<file path="src/rtl/upg_loader.sv">
// Purpose : UART programming loader; parses TGT, CNT_LO, CNT_HI, N little-endian words into memory writes.
// Latency : upg_wen_o 1 cycle after the b3 strobe; done 2 cycles after the last data byte (1 after CNT_HI when N=0).
// Backpress: none; consumes one byte per rx_valid_i, back-to-back legal; bytes after DONE/ERR are dropped.
//
// Ports: upg_clk_i/upg_rst_i (async active-high), rx_data_i/rx_valid_i byte strobe in;
//        upg_tgt_o (0=imem, 1=dmem), upg_wen_o/upg_addr_o/upg_data_o write bus,
//        upg_done_o / upg_err_o sticky status until reset.
// Option : define UPG_CHECKSUM_EN to expect a trailing XOR checksum byte over CNT_LO, CNT_HI and data.
module upg_loader #(
    parameter int ADDR_W      = 14,
    parameter int TIMEOUT_CYC = 1000000
) (
    input  logic              upg_clk_i,
    input  logic              upg_rst_i,
    input  logic [7:0]        rx_data_i,
    input  logic              rx_valid_i,
    output logic              upg_tgt_o,
    output logic              upg_wen_o,
    output logic [ADDR_W-1:0] upg_addr_o,
    output logic [31:0]       upg_data_o,
    output logic              upg_done_o,
    output logic              upg_err_o
);

    localparam int              TO_W    = (TIMEOUT_CYC > 2) ? $clog2(TIMEOUT_CYC) : 1;
    localparam logic [TO_W-1:0] TO_LAST = TO_W'(TIMEOUT_CYC - 1);

`ifdef UPG_CHECKSUM_EN
    typedef enum logic [2:0] {S_IDLE, S_CNT0, S_CNT1, S_DATA, S_CHK, S_DONE, S_ERR} state_t;
`else
    // S_FIN is a one-cycle drain so the final write pulse lands before done hands memory back.
    typedef enum logic [2:0] {S_IDLE, S_CNT0, S_CNT1, S_DATA, S_FIN, S_DONE, S_ERR} state_t;
`endif

    state_t          state_q;
    state_t          state_d;
    logic [7:0]      cnt_lo_q;
    logic [15:0]     word_cnt_q;
    logic [15:0]     word_idx_q;
    logic [1:0]      byte_idx_q;
    logic [23:0]     word_buf_q;
    logic [TO_W-1:0] to_cnt_q;
    logic            counting;
    logic            timeout_hit;
    logic            last_word;
    logic            in_range;
`ifdef UPG_CHECKSUM_EN
    logic [7:0]      chk_q;
`endif

    assign counting = (state_q == S_CNT0) || (state_q == S_CNT1) || (state_q == S_DATA)
`ifdef UPG_CHECKSUM_EN
                      || (state_q == S_CHK)
`endif
                      ;
    assign timeout_hit = counting && (to_cnt_q == TO_LAST);
    assign last_word   = ({1'b0, word_idx_q} + 17'd1) == {1'b0, word_cnt_q};
    // Words beyond the memory depth are consumed but never written (no address wrap).
    assign in_range    = ((32'(word_idx_q) >> ADDR_W) == 32'd0);

    always_ff @(posedge upg_clk_i or posedge upg_rst_i) begin
        if (upg_rst_i) begin
            state_q <= S_IDLE;
        end else begin
            state_q <= state_d;
        end
    end

    // A byte in the same cycle as the timeout terminal count takes priority.
    always_comb begin
        state_d = state_q;
        case (state_q)
            S_IDLE: begin
                if (rx_valid_i) begin
                    state_d = (rx_data_i[7:1] == 7'd0) ? S_CNT0 : S_ERR;
                end
            end
            S_CNT0: begin
                if (rx_valid_i)       state_d = S_CNT1;
                else if (timeout_hit) state_d = S_ERR;
            end
            S_CNT1: begin
                if (rx_valid_i) begin
                    if ({rx_data_i, cnt_lo_q} == 16'd0) begin
`ifdef UPG_CHECKSUM_EN
                        state_d = S_CHK;
`else
                        state_d = S_DONE;
`endif
                    end else begin
                        state_d = S_DATA;
                    end
                end else if (timeout_hit) begin
                    state_d = S_ERR;
                end
            end
            S_DATA: begin
                if (rx_valid_i) begin
                    if (byte_idx_q == 2'd3 && last_word) begin
`ifdef UPG_CHECKSUM_EN
                        state_d = S_CHK;
`else
                        state_d = S_FIN;
`endif
                    end
                end else if (timeout_hit) begin
                    state_d = S_ERR;
                end
            end
`ifdef UPG_CHECKSUM_EN
            S_CHK: begin
                if (rx_valid_i)       state_d = (rx_data_i == chk_q) ? S_DONE : S_ERR;
                else if (timeout_hit) state_d = S_ERR;
            end
`else
            S_FIN:   state_d = S_DONE;
`endif
            S_DONE:  state_d = S_DONE;
            S_ERR:   state_d = S_ERR;
            default: state_d = S_ERR;
        endcase
    end

    always_ff @(posedge upg_clk_i or posedge upg_rst_i) begin
        if (upg_rst_i) begin
            upg_tgt_o  <= 1'b0;
            upg_wen_o  <= 1'b0;
            upg_addr_o <= '0;
            upg_data_o <= '0;
            upg_done_o <= 1'b0;
            upg_err_o  <= 1'b0;
            cnt_lo_q   <= '0;
            word_cnt_q <= '0;
            word_idx_q <= '0;
            byte_idx_q <= '0;
            word_buf_q <= '0;
            to_cnt_q   <= '0;
`ifdef UPG_CHECKSUM_EN
            chk_q      <= '0;
`endif
        end else begin
            upg_wen_o  <= 1'b0;
            // DONE and ERR have no exits, so these flags stay set until reset.
            upg_done_o <= (state_d == S_DONE);
            upg_err_o  <= (state_d == S_ERR);

            if (rx_valid_i || !counting) begin
                to_cnt_q <= '0;
            end else begin
                to_cnt_q <= to_cnt_q + 1'b1;
            end

            if (rx_valid_i) begin
                case (state_q)
                    S_IDLE: begin
                        if (rx_data_i[7:1] == 7'd0) upg_tgt_o <= rx_data_i[0];
                    end
                    S_CNT0: begin
                        cnt_lo_q <= rx_data_i;
`ifdef UPG_CHECKSUM_EN
                        chk_q    <= rx_data_i;
`endif
                    end
                    S_CNT1: begin
                        word_cnt_q <= {rx_data_i, cnt_lo_q};
                        word_idx_q <= '0;
                        byte_idx_q <= '0;
`ifdef UPG_CHECKSUM_EN
                        chk_q      <= chk_q ^ rx_data_i;
`endif
                    end
                    S_DATA: begin
                        byte_idx_q <= byte_idx_q + 2'd1;
`ifdef UPG_CHECKSUM_EN
                        chk_q      <= chk_q ^ rx_data_i;
`endif
                        case (byte_idx_q)
                            2'd0: word_buf_q[7:0]   <= rx_data_i;
                            2'd1: word_buf_q[15:8]  <= rx_data_i;
                            2'd2: word_buf_q[23:16] <= rx_data_i;
                            default: begin
                                word_idx_q <= word_idx_q + 16'd1;
                                if (in_range) begin
                                    upg_wen_o  <= 1'b1;
                                    upg_addr_o <= word_idx_q[ADDR_W-1:0];
                                    upg_data_o <= {rx_data_i, word_buf_q};
                                end
                            end
                        endcase
                    end
                    default: ;
                endcase
            end
        end
    end

endmodule
</file>
<file path="config.mk">
export PLATFORM = sky130hd
export DESIGN_NAME = upg_loader
export DESIGN_NICKNAME = d
export VERILOG_FILES = /design/src/rtl/upg_loader.sv
export SDC_FILE = /design/constraint.sdc
export NUM_CORES = 1
export LEC_CHECK = 0
export ABC_AREA = 1
export CAP_MARGIN = 20
export CORE_ASPECT_RATIO = 1.75
export CORE_MARGIN = 8
export CORE_UTILIZATION = 45
export CTS_BUF_LIST = sky130_fd_sc_hd__clkbuf_4 sky130_fd_sc_hd__clkbuf_8
export DETAILED_ROUTE_END_ITERATION = 6
export GPL_ROUTABILITY_DRIVEN = 0
export GPL_TIMING_DRIVEN = 0
export PLACE_DENSITY = 0.73
export SYNTH_ARGS = -nofsm -noshare
export SYNTH_HDL_FRONTEND = slang
export SYNTH_SLANG_ARGS = --single-unit
</file>
<file path="constraint.sdc">
create_clock -name upg_clk_i -period 4.6 [get_ports upg_clk_i]
set_input_delay 0.46 -clock upg_clk_i [delete_from_list [all_inputs] [get_ports upg_clk_i]]
set_output_delay 0.46 -clock upg_clk_i [all_outputs]
set_load 0.005 [all_outputs]
</file>
---- Word-level counts from Yosys, hierarchy flattened ----
Cells that the tools add are included.
operators by class
  add/sub/neg operators ................... 4
  reductions and logical operators ........ 23
  bitwise operators ....................... 1
  muxes and demuxes ....................... 17
  equal/unequal tests ..................... 13
operators by type and width
  operator                                             number
  zero test 32 bit                                     1
  one-hot mux 16 bit (2 select lines)                  1
  two-way mux 3 bit                                    8
  adder 20 x 1 -> 20 bit, second input constant        1
  equality test 20 bit, second input constant          1
  two-way mux 20 bit                                   1
  adder 16 x 1 -> 17 bit, second input constant        1
  equality test 17 x 16 -> 1 bit                       1
  adder 16 x 1 -> 16 bit, second input constant        1
  zero test 16 bit                                     1
  two-way mux 16 bit                                   1
  one-hot mux 3 bit (5 select lines)                   1
  AND reduction 3 bit                                  5
  equality test 3 bit, second input constant           4
  zero test 7 bit                                      1
  equality test 3 x 2 -> 1 bit, second input constant  2
  AND reduction 2 bit                                  3
  equality test 2 bit, second input constant           2
  two-way mux 1 bit                                    4
  one-hot mux 2 bit (2 select lines)                   1
  AND reduction 4 bit                                  1
  equality test 3 x 1 -> 1 bit, second input constant  1
  zero test 3 bit                                      1
  logical OR 1 bit                                     3
  10 further kinds                                     11
storage, ports and cells
  bits of input ports ..................... 11
  output and inout port bits .............. 50
  register bits after elaboration ......... 139

---- Depth between registers and ports, before layout ----
Gate-level depths: netlist of run 1.
  word-level depth ........................ 8
  depth in mapped cells ................... 18

---- Worst setup path after synthesis of run 1 ----
Ideal clock, no wire load.
  kind .................................... register -> register
  start ................................... register word_idx_q[0]
  end ..................................... register upg_done_o
  buffers on the path ..................... 0
  setup time .............................. 0.119 ns
  stages on the path, launching flop included .. 16
  required time ........................... 4.481 ns
  arrival time ............................ 1.776 ns
  setup slack ............................. 2.705 ns
  cell sequence ........................... dfrtp_1 ha_1 nand2_2 nor2_2 nand2_2 o21ai_2 nand3_1 nand2_1 nand2_1 nor2_2 nand3_2 nand2_1 nand2_1 nand2_1 nand2_1 and2_1
between the ends
  cells in the longest elaborated chain, start to end .. 7
RTL lines
  what                                RTL line  text
  from (decl)                         39        logic [15:0] word_idx_q;
  from (signal assigned)              182       word_idx_q <= word_idx_q + 16'd1;
  adder 16 x 1 -> 17 bit              57        assign last_word = ({1'b0, word_idx_q} + 17'd1) == {1'b0, word_cnt_q};
  equality test 17 x 16 -> 1 bit      57
  logical AND 1 bit                   99        if (byte_idx_q == 2'd3 && last_word) begin
  two-way mux 3 bit                   99
  two-way mux 3 bit                   98        if (rx_valid_i) begin
  one-hot mux 3 bit (5 select lines)  72        case (state_q)
  via state_d[0]                      36        state_t state_d;
  equality test 3 bit                 144       upg_done_o <= (state_d == S_DONE);
  to (signal assigned)                144
  to (decl)                           21        output logic upg_done_o,
The timed path passes the listed nets, and every way through them passes these cells.
A chain may end at the register's enable or synchronous reset.

---- Worst setup path in the final report of run 1 ----
  start ................................... input rx_valid_i
  end ..................................... register word_idx_q[11]
between the ends
  cells in the longest elaborated chain, start to end .. 1
RTL lines
  what                                  RTL line  text
  from (decl)                           16        input logic rx_valid_i,
  AND reduction 3 bit (no source line)  n/a
Every way passes these cells.

==> results.md, run 1 <==
- Dividing total power by cell area gives a power density of 312.5 mW/mm2.
- The number of DRC markers after the initial detailed-route iteration is 373.
- The fraction of the mapped netlist area in compound gates is 0.1024.
- The largest single stage delay on the critical path is 0.60 ns.
- The remaining global-route overflow is 0.
- At the end of the flow, the number of nets in the layout was approximately 870.
- The most common cell after layout, fill and taps aside is sky130_fd_sc_hd__nand2_1.
- The total design power is 2.384 mW.
- Static timing analysis puts the maximum clock frequency at 401.2 MHz.
- The sum of met3 wire segment lengths after detailed routing is 434 um.
- In this run the cell area of the synthesized design comes to 0.006332 mm2.
- The global-route wire length before repair is 26200 um.
- In the final routed layout, each cell accounts on average for 15.36 um.
- For this run, the leading register cell type out of synthesis is sky130_fd_sc_hd__dfrtp_1.
- The count of clock tree sinks is approximately 140.
- The cell type with the largest total area after synthesis is sky130_fd_sc_hd__dfrtp_1.
- The depth of the most critical reg-to-reg path is 16.
- The required time reported for the critical path endpoint is 4.96 ns.
- The sum of net half-perimeters after detailed placement is 11790 um.
- The sum of buffers and inverters on the critical path is 4.
- The final critical path time including I/O delays and setup is around 2.5 ns.
- The via count of the first global-routing pass came to 5328.
- The setup fix buffers added after clock tree synthesis is 0.
- The area share of the leading cell type in the synthesized netlist is 0.5493.
- After detailed routing, the number of remaining DRC violations is 0.
- The synthesized-area fraction occupied by and/or/nand/nor cells is 0.2677.
- In this run the worst hold path is classified as input pin to asynchronous set/reset pin.
- The critical path launch point type is an input pin.
- STA classifies the critical path endpoint as a flop.
- The worst-case clock buffer depth is 2.
- The initial antenna violation count came to 0.
- The fraction of the yosys area taken by sequential cells is 0.5493.
- The register area is 0.003478 mm2.
- Of the total synthesized cell area, the portion taken by full adders, half adders and majority gates is 0.01383.
- The routed length on met1 is between 6000 and 7000 um.
- Of the total synthesized cell area, the portion taken by XOR and XNOR cells is 0.006323.
- In this run the vertical extent of the chip is approximately 170 um.
- The number of placed I/O pins is 61.
- The total negative slack is 0 ns.
- The aggregate global-route resource usage is 0.1805.
- The count of warnings emitted by yosys is 0.
- Counting buffers and inverters, the worst setup path is 8 cells deep.
- The clock latency of the later-clocked register in the worst-skew pair is 0.44 ns.
- The number of register bits inferred by synthesis is 139.
- The mux cell area share after synthesis is 0.
- The initial utilization of the core area, before any placement, comes to 0.4577.
- The total area inside the core boundary comes to 0.01384 mm2.
- For this run, the detailed router's first-pass iteration total came to 5.
- Dividing the final minimum period by the clock period gives 0.5418.
- Post-CTS repair changed the size of 0 cells.
- In this run, CTS created clock tree buffers numbering 17.
- The largest net degree at the start of global routing is 96.
- The number of nets with antenna violations after routing is 0.
- The maximum vdd drop is between 0.15 and 0.2 mV.
- Fill cells in the final layout number 1313.
- The largest driver fanout on the critical path is 10.
- By area the synthesized netlist is led by sky130_fd_sc_hd__dfrtp_1 55%, sky130_fd_sc_hd__nand2_1 15%, sky130_fd_sc_hd__o21ai_0 6.8%.
- The post-route worst hold slack is approximately 0.4 ns.
- The async set-or-reset flop fraction in the synthesized netlist is 1.000.
- The area used by multi-input combinational logic is 0.002471 mm2.
- The via total after detailed routing is 5361.
- The signal on the critical path passes through clkdlybuf4s50_1 > inv_1 > nor2_1 > o21ai_0 > nor2_1 > inv_1 > clkbuf_1 > o22ai_1.
- TritonCTS built the clock tree.
- The transition time at the pin with the least slew margin is 0.6142 ns.
- The area added between synthesis and finish is 20.47%.
- The floorplan has 57 rows.
- The chip width is 105.7 um.
- A synthesized cell averages 8.234 um2.
- The clock tree skew after final layout is between 0.01 and 0.015 ns.
- Port buffering added 60 buffers.
- The number of hold violations in the final report came to 0.
- The worst register-to-register path has a setup slack of 2.23 ns.
- The leakage dissipation is 3.753 nW.
- The flow ran to the end, and the final reports show no timing, DRC or antenna violations.
- The worst slew slack as a fraction of its limit is 0.5890.
- The kind of cell with the highest combined delay along the critical path is buffers and inverters.
- The number of nets produced by synthesis is between 700 and 800.
- The die covers 0.01827 mm2.
- On the critical path, the stage with the largest delay is an instance of sky130_fd_sc_hd__clkdlybuf4s50_1.
- The root buffer cell is sky130_fd_sc_hd__clkbuf_8.
- The number of antenna diodes in the final layout is 0.
- After detailed routing, the number of vias per cell comes to between 5 and 6.
- The CTS H-tree depth is 4.
- The highest metal layer carrying signal wires in the routed design is met4.
- The final cell utilization of the core is 0.5514.
- The signal arrival time at the worst endpoint is between 2 and 3 ns.
- Setup repair after global routing left no endpoint under its margin.
- The main combinational cell family by area after synthesis is simple AND/OR/NAND/NOR gates.
- The number of instances in the synthesized netlist is 769.
- The clock slew seen by the registers of the worst setup and hold paths is 0.08 ns.
- The total wirelength of the detailed-routed design is around 16000 um.
- Across the run, the number of max-cap violations was 0.
- Leaving out fill and tap cells, the most frequent cells in the layout are 253 x sky130_fd_sc_hd__nand2_1, 139 x sky130_fd_sc_hd__dfrtp_1, 86 x sky130_fd_sc_hd__o21ai_0.
- The count of unique library cells instantiated by Yosys is 36.
- Setup violations remaining at the end of the flow were counted as 0.
- The number of flops mapped to enable cells by yosys is 0.
- The share of post-route cells with drive strength above 1 is 0.07201.
- For this design, the CTS-stage hold fixing added 0 buffers.
- The startpoint-to-endpoint class of the critical path is input pin to flop.
- The max-slew violation count was 0.
- Detailed routing placed a total of roughly 8700 um of wire on met2.
[synthesized netlist by cell type, types with 2 or more instances]
library cell and n:
sky130_fd_sc_hd__nor2_1 50, sky130_fd_sc_hd__nand4_1 18, sky130_fd_sc_hd__buf_1 3, sky130_fd_sc_hd__nor3_1 4
sky130_fd_sc_hd__xor2_1 2, sky130_fd_sc_hd__inv_1 76, sky130_fd_sc_hd__nand3b_1 5, sky130_fd_sc_hd__nand2_2 5
sky130_fd_sc_hd__a21oi_1 15, sky130_fd_sc_hd__o22ai_1 11, sky130_fd_sc_hd__ha_1 7, sky130_fd_sc_hd__nand2_1 253
sky130_fd_sc_hd__o21ai_0 86, sky130_fd_sc_hd__nand3_1 42, sky130_fd_sc_hd__o21a_1 4, sky130_fd_sc_hd__buf_2 3
sky130_fd_sc_hd__dfrtp_1 139, sky130_fd_sc_hd__nor2_4 2, sky130_fd_sc_hd__nor2_2 9, sky130_fd_sc_hd__nor4_1 3
sky130_fd_sc_hd__inv_2 5, sky130_fd_sc_hd__clkbuf_1 13
[stage by stage]
step                      std cells  cell area, um2  setup slack (ns)
after detailed placement       1007            7187             1.631
after global placement         1006            7154            -1.529
after CTS                      1038            7629             2.107
after global routing           1038            7629             1.957
after floorplan                 769            6332            0.4155
final                          1038            7629             2.108
[metal layers]
| metal | vias to the layer above | global-route usage |
|---|---|---|
| met1 | 2558 | 0.1953 |
| met4 | 0 | 0.09912 |
| met2 | 119 | 0.3237 |
| met3 | 40 | 0.02867 |
| met5 | - | 0 |
| li1 | 2644 | - |
[worst register-to-register path: cells and delay by family (launching register included)]
| family | cells | cell delay, ns |
|---|---|---|
| simple gates | 15 | 1.48 |
| flops | 1 | 0.47 |
| fa+ha+maj | 1 | 0.32 |
[logic make-up after synthesis]
family / count (synthesis)
AOI/OAI and AO/OA: 122
buffers and inverters: 101
and+or+nand+nor: 397
xor gates and xnor gates: 3
DFF: 139
adders and majority gates: 7
[sequential cells by signal (all words and copies together), names as in the netlist]
signal	count
cnt_lo_q	8
upg_tgt_o	1
upg_wen_o	1
upg_done_o	1
upg_err_o	1
word_idx_q	16
word_cnt_q	16
to_cnt_q	20
upg_data_o	32
word_buf_q	24
byte_idx_q	2
state_q	3
upg_addr_o	14
[path summary, 6_finish.rpt]
path / end / startpoint
max: word_idx_q[11]$_DFFE_PP0P_ / rx_valid_i
min: upg_done_o$_DFF_PP0_ / upg_rst_i
max reg2reg: upg_err_o$_DFF_PP0_ / word_idx_q[0]$_DFFE_PP0P_
min reg2reg: upg_data_o[8]$_DFFE_PP0P_ / word_buf_q[8]$_DFFE_PP0P_
max in group asynchronous: upg_data_o[30]$_DFFE_PP0P_ / upg_rst_i
min in group upg_clk_i: upg_data_o[8]$_DFFE_PP0P_ / word_buf_q[8]$_DFFE_PP0P_
[area by class of cell]
| class | count | share of cell area |
|---|---|---|
| Clock inverter | 14 | 0.02723 |
| Tap cell | 177 | 0.02903 |
| Sequential cell | 139 | 0.4560 |
| Buffer | 19 | 0.009841 |
| Inverter | 82 | 0.04100 |
| Multi-Input combinational cell | 529 | 0.3239 |
| Clock buffer | 17 | 0.03067 |
| Timing Repair Buffer | 61 | 0.08234 |
[report_power, final]
part           switching (mW)  internal [mW]
Combinational          0.0428         0.0131
Sequential            0.00103           1.22
Clock                   0.502          0.604
(Power assumes the default switching activity.)
==> run 2: changes to the inputs <==
- clock period: 4.6 -> 2.3 ns (I/O delays scaled with it)
==> run 2 against run 1 <==
Sequential share of layout area down 0.46 points. Final area up 1.1%. Clock-buffer cell count up 1. Register-to-register slack worse by 2.1 ns. Global-route usage up 0.25 points. Clock skew up 0.0080 ns. Die area unchanged. Critical path type is now flop to flop.
==> results.md, run 2 (same netlist as run 1, synthesis figures left out) <==
- The floorplan row count is 57 (unchanged).
- The number of flip-flops under the largest register name is 32 (unchanged).
- The register area is 0.003482 mm2 (+0.11%).
- The final routed DRC violation total is 0 (unchanged).
- The fraction of power spent switching nets came to 0.2601 (+0.03122).
- The sequential group share of total power is 0.549 (+0.036).
- The number of violations of the max-capacitance limit was 0 (unchanged).
- The routed wire length per instance came to 15.37 um (about the same).
- The startpoint-to-endpoint class of the critical path is flop to flop.
- The area used by multi-input combinational logic is 0.002529 mm2 (+2.3%).
- The min-delay analysis places its worst path in the category input pin to asynchronous set/reset pin.
- The launching point of the worst reg2reg path is word_idx_q[1]$_DFFE_PP0P_.
- The proportion of power drawn by combinational gates is 0.027 (+0.004).
- The chip width is 105.7 um (unchanged).
- The via count of the first global-routing pass is 5484 (+2.9%).
- The signal arrival time at the worst endpoint was 2.47 ns (-0.38 ns).
- The non-filler instance count after layout is 1048 (+0.96%).
- The global-route wire length before repair is 26710 um (+1.9%).
- The TritonCTS clock tree is done.
- The worst-case clock buffer depth is 2 (unchanged).
- The aggregate global-route resource usage came to 0.1830 (+0.002475).
- The internal power was 3.296 mW (+79%).
- The worst slew slack as a fraction of its limit is 0.5371 (-0.05190).
- The sum of net half-perimeters after detailed placement came to 12040 um (+2.2%).
- The number of nets with antenna violations after routing was 0 (unchanged).
- The placeable core region is 0.01384 mm2 (unchanged).
- STA classifies the critical path startpoint as a flop.
- Setup repair after global routing could not meet its margin everywhere.
- The clock slew seen by the registers of the worst setup and hold paths was 0.09 ns (about the same).
- The root buffer cell is sky130_fd_sc_hd__clkbuf_8.
- The total design power was 4.455 mW (+87%).
- The largest net degree at the start of global routing came to 43 (-55%).
- The largest registers in the layout are upg_data_o: 32 flops, word_buf_q: 24 flops, to_cnt_q: 20 flops.
- The endpoint class of the critical path is a flop.
- The quantity of I/O buffers inserted on ports is 60 (unchanged).
- The total negative slack is 0 ns (unchanged).
- The count of clock tree sinks is 139 (unchanged).
- The number of fill cells is 1301 (-0.91%).
- The transition time at the pin with the least slew margin came to 0.6928 ns (+0.07867 ns).
- The die outline height came to 172.9 um (unchanged).
- The number of detailed-routing iterations run before antenna repair came to 7 (+2).
- The leakage dissipation is 3.780 nW (+0.71%).
- The number of buffers created by CTS is 17 (unchanged).
- The register ranked first by flip-flop count is upg_data_o.
- The placement-stage cell area is 0.007218 mm2 (+0.44%).
- The total wirelength of the detailed-routed design is 16110 um (+1.0%).
- The via total after detailed routing was 5420 (+1.1%).
- The most common cell after layout, fill and taps aside is sky130_fd_sc_hd__nand2_1.
- The largest driver fanout on the critical path is 5 (-5).
- The slack of the worst reg-to-reg path came to 0.17 ns (-2.06 ns).
- The depth of the most critical reg-to-reg path came to 16 (unchanged).
- The remaining global-route overflow was 0 (unchanged).
- The share of the clock period used by the worst path is 0.9243.
- The required time reported for the critical path endpoint is 2.64 ns (-2.32 ns).
- The initial core utilization is 0.4577 (unchanged).
- Tracing the worst setup path back leads to its startpoint at word_idx_q[1]$_DFFE_PP0P_.
- The share of post-route cells with drive strength above 1 was 0.1010 (+0.02902).
- In this run the critical register-to-register path is captured at upg_done_o$_DFF_PP0_.
- The number of hold violations in the final report came to 0 (unchanged).
- The clock latency of the later-clocked register in the worst-skew pair is 0.46 ns (+0.02 ns).
- Based on the critical path, the design can be clocked at up to 470.4 MHz.
- The number of placed I/O pins was 61 (unchanged).
- The maximum vdd drop came to 0.4913 mV (+170%).
- The final critical path time including I/O delays and setup is 2.126 ns.
- The area growth from synthesis to layout is 21.83%.
- The switching power total is 1.158 mW (+110%).
- The finished layout cell area is 0.007715 mm2 (+1.1%).
- The number of setup violations in the final report is 0 (unchanged).
- The initial antenna violation count is 0 (unchanged).
- The number of placed instances, taps included is 1009 (+0.20%).
- The routed via count divided by cell count was 5.172 (+0.14%).
- The library cells used most frequently in the layout, excluding fill and tap cells, are 252 x sky130_fd_sc_hd__nand2_1, 136 x sky130_fd_sc_hd__dfrtp_1, 86 x sky130_fd_sc_hd__o21ai_0.
- The proportion of power drawn by the clock network was 0.424 (-0.040).
- The power per cell area is 577.4 mW/mm2 (+85%).
- The CTS H-tree depth is 4 (unchanged).
- The overall die area is 0.01827 mm2 (unchanged).
- The max-slew violation count is 0 (unchanged).
- The run finished with clean final reports.
- The number of DRC markers after the initial detailed-route iteration is 288 (-23%).
- The number of antenna diodes is 0 (unchanged).
- The number of nets in the finished design was 876 (+1.0%).
- The clock tree skew after final layout is 0.01896 ns (+0.008020 ns).
-- run 2: area by class of cell --
cell class | instances | area share
Sequential cell | 139 | 0.4513
Multi-Input combinational cell | 529 | 0.3278
Timing Repair Buffer | 71 | 0.09342
Inverter | 82 | 0.04038
Clock buffer | 18 | 0.03211
Tap cell | 177 | 0.02871
Clock inverter | 14 | 0.01703
Buffer | 18 | 0.009244
-- run 2: power by group through the flow --
stage / Clock [mW] / Combinational [mW] / Sequential [mW]
2_1_floorplan: 0 / 0.0555 / 2.49
3_3_place_gp: 0 / 0.109 / 2.50
3_5_place_dp: 0 / 0.123 / 2.49
4_1_cts: 1.92 / 0.123 / 2.45
5_1_grt: 2.02 / 0.135 / 2.45
6_report: 1.89 / 0.119 / 2.45
-- run 2: layer usage --
| metal | vias to the layer above | GRT usage | routed length [um] |
|---|---|---|---|
| li1 | 2665 | - | - |
| met1 | 2581 | 0.1924 | 6120 |
| met2 | 133 | 0.3339 | 8790 |
| met3 | 41 | 0.03537 | 621 |
| met4 | 0 | 0.09145 | 578 |
| met5 | - | 0 | 0 |
-- run 2: stage by stage --
step | util | hold WS [ns] | setup WS (ns)
floorplan | - | 0.4167 | 0.3349
global placement | 0.5174 | 0.4511 | -0.9227
detailed placement | 0.5217 | 0.4530 | -0.5009
CTS | 0.5499 | 0.2268 | 0.02989
global route | 0.5576 | 0.2656 | -0.02859
finish | 0.5576 | 0.2154 | 0.1740
-- run 2: worst max path at each step --
stage | to | slack (ns) | cells past startpoint
final | upg_done_o$_DFF_PP0_ | 0.17 | 16
after detailed placement | word_idx_q[2]$_DFFE_PP0P_ | -0.50 | 8
after floorplan | byte_idx_q[0]$_DFFE_PP0P_ | 0.33 | 1
after global placement | to_cnt_q[2]$_DFF_PP0_ | -0.92 | 2
after global routing | upg_err_o$_DFF_PP0_ | -0.03 | 15
after CTS | upg_err_o$_DFF_PP0_ | 0.03 | 16
-- run 2: worst max-delay path, cell delays in order, from the launching register on --
cell	delay (ns)
sky130_fd_sc_hd__dfrtp_2	0.46
sky130_fd_sc_hd__ha_4	0.19
sky130_fd_sc_hd__nand2_2	0.14
sky130_fd_sc_hd__nor2_4	0.06
sky130_fd_sc_hd__nand2_2	0.13
sky130_fd_sc_hd__clkinv_1	0.11
sky130_fd_sc_hd__nand2_1	0.07
sky130_fd_sc_hd__nand2_1	0.05
sky130_fd_sc_hd__nand3_1	0.07
sky130_fd_sc_hd__nand3_1	0.10
sky130_fd_sc_hd__nor2_2	0.13
sky130_fd_sc_hd__nand3_2	0.12
sky130_fd_sc_hd__nand2_1	0.08
sky130_fd_sc_hd__nand2_1	0.04
sky130_fd_sc_hd__nand2_1	0.08
sky130_fd_sc_hd__nand2_1	0.06
sky130_fd_sc_hd__and2_1	0.13
-- run 2: what timing repair did --
action | 4_1_cts | 5_1_grt
hold buffers | 0 | 0
resized for setup | 4 | 15
endpoints found under the setup margin | 16 | 40
pin swaps | 0 | 10
setup buffers | 0 | 8
endpoints found under the hold margin | 0 | 0
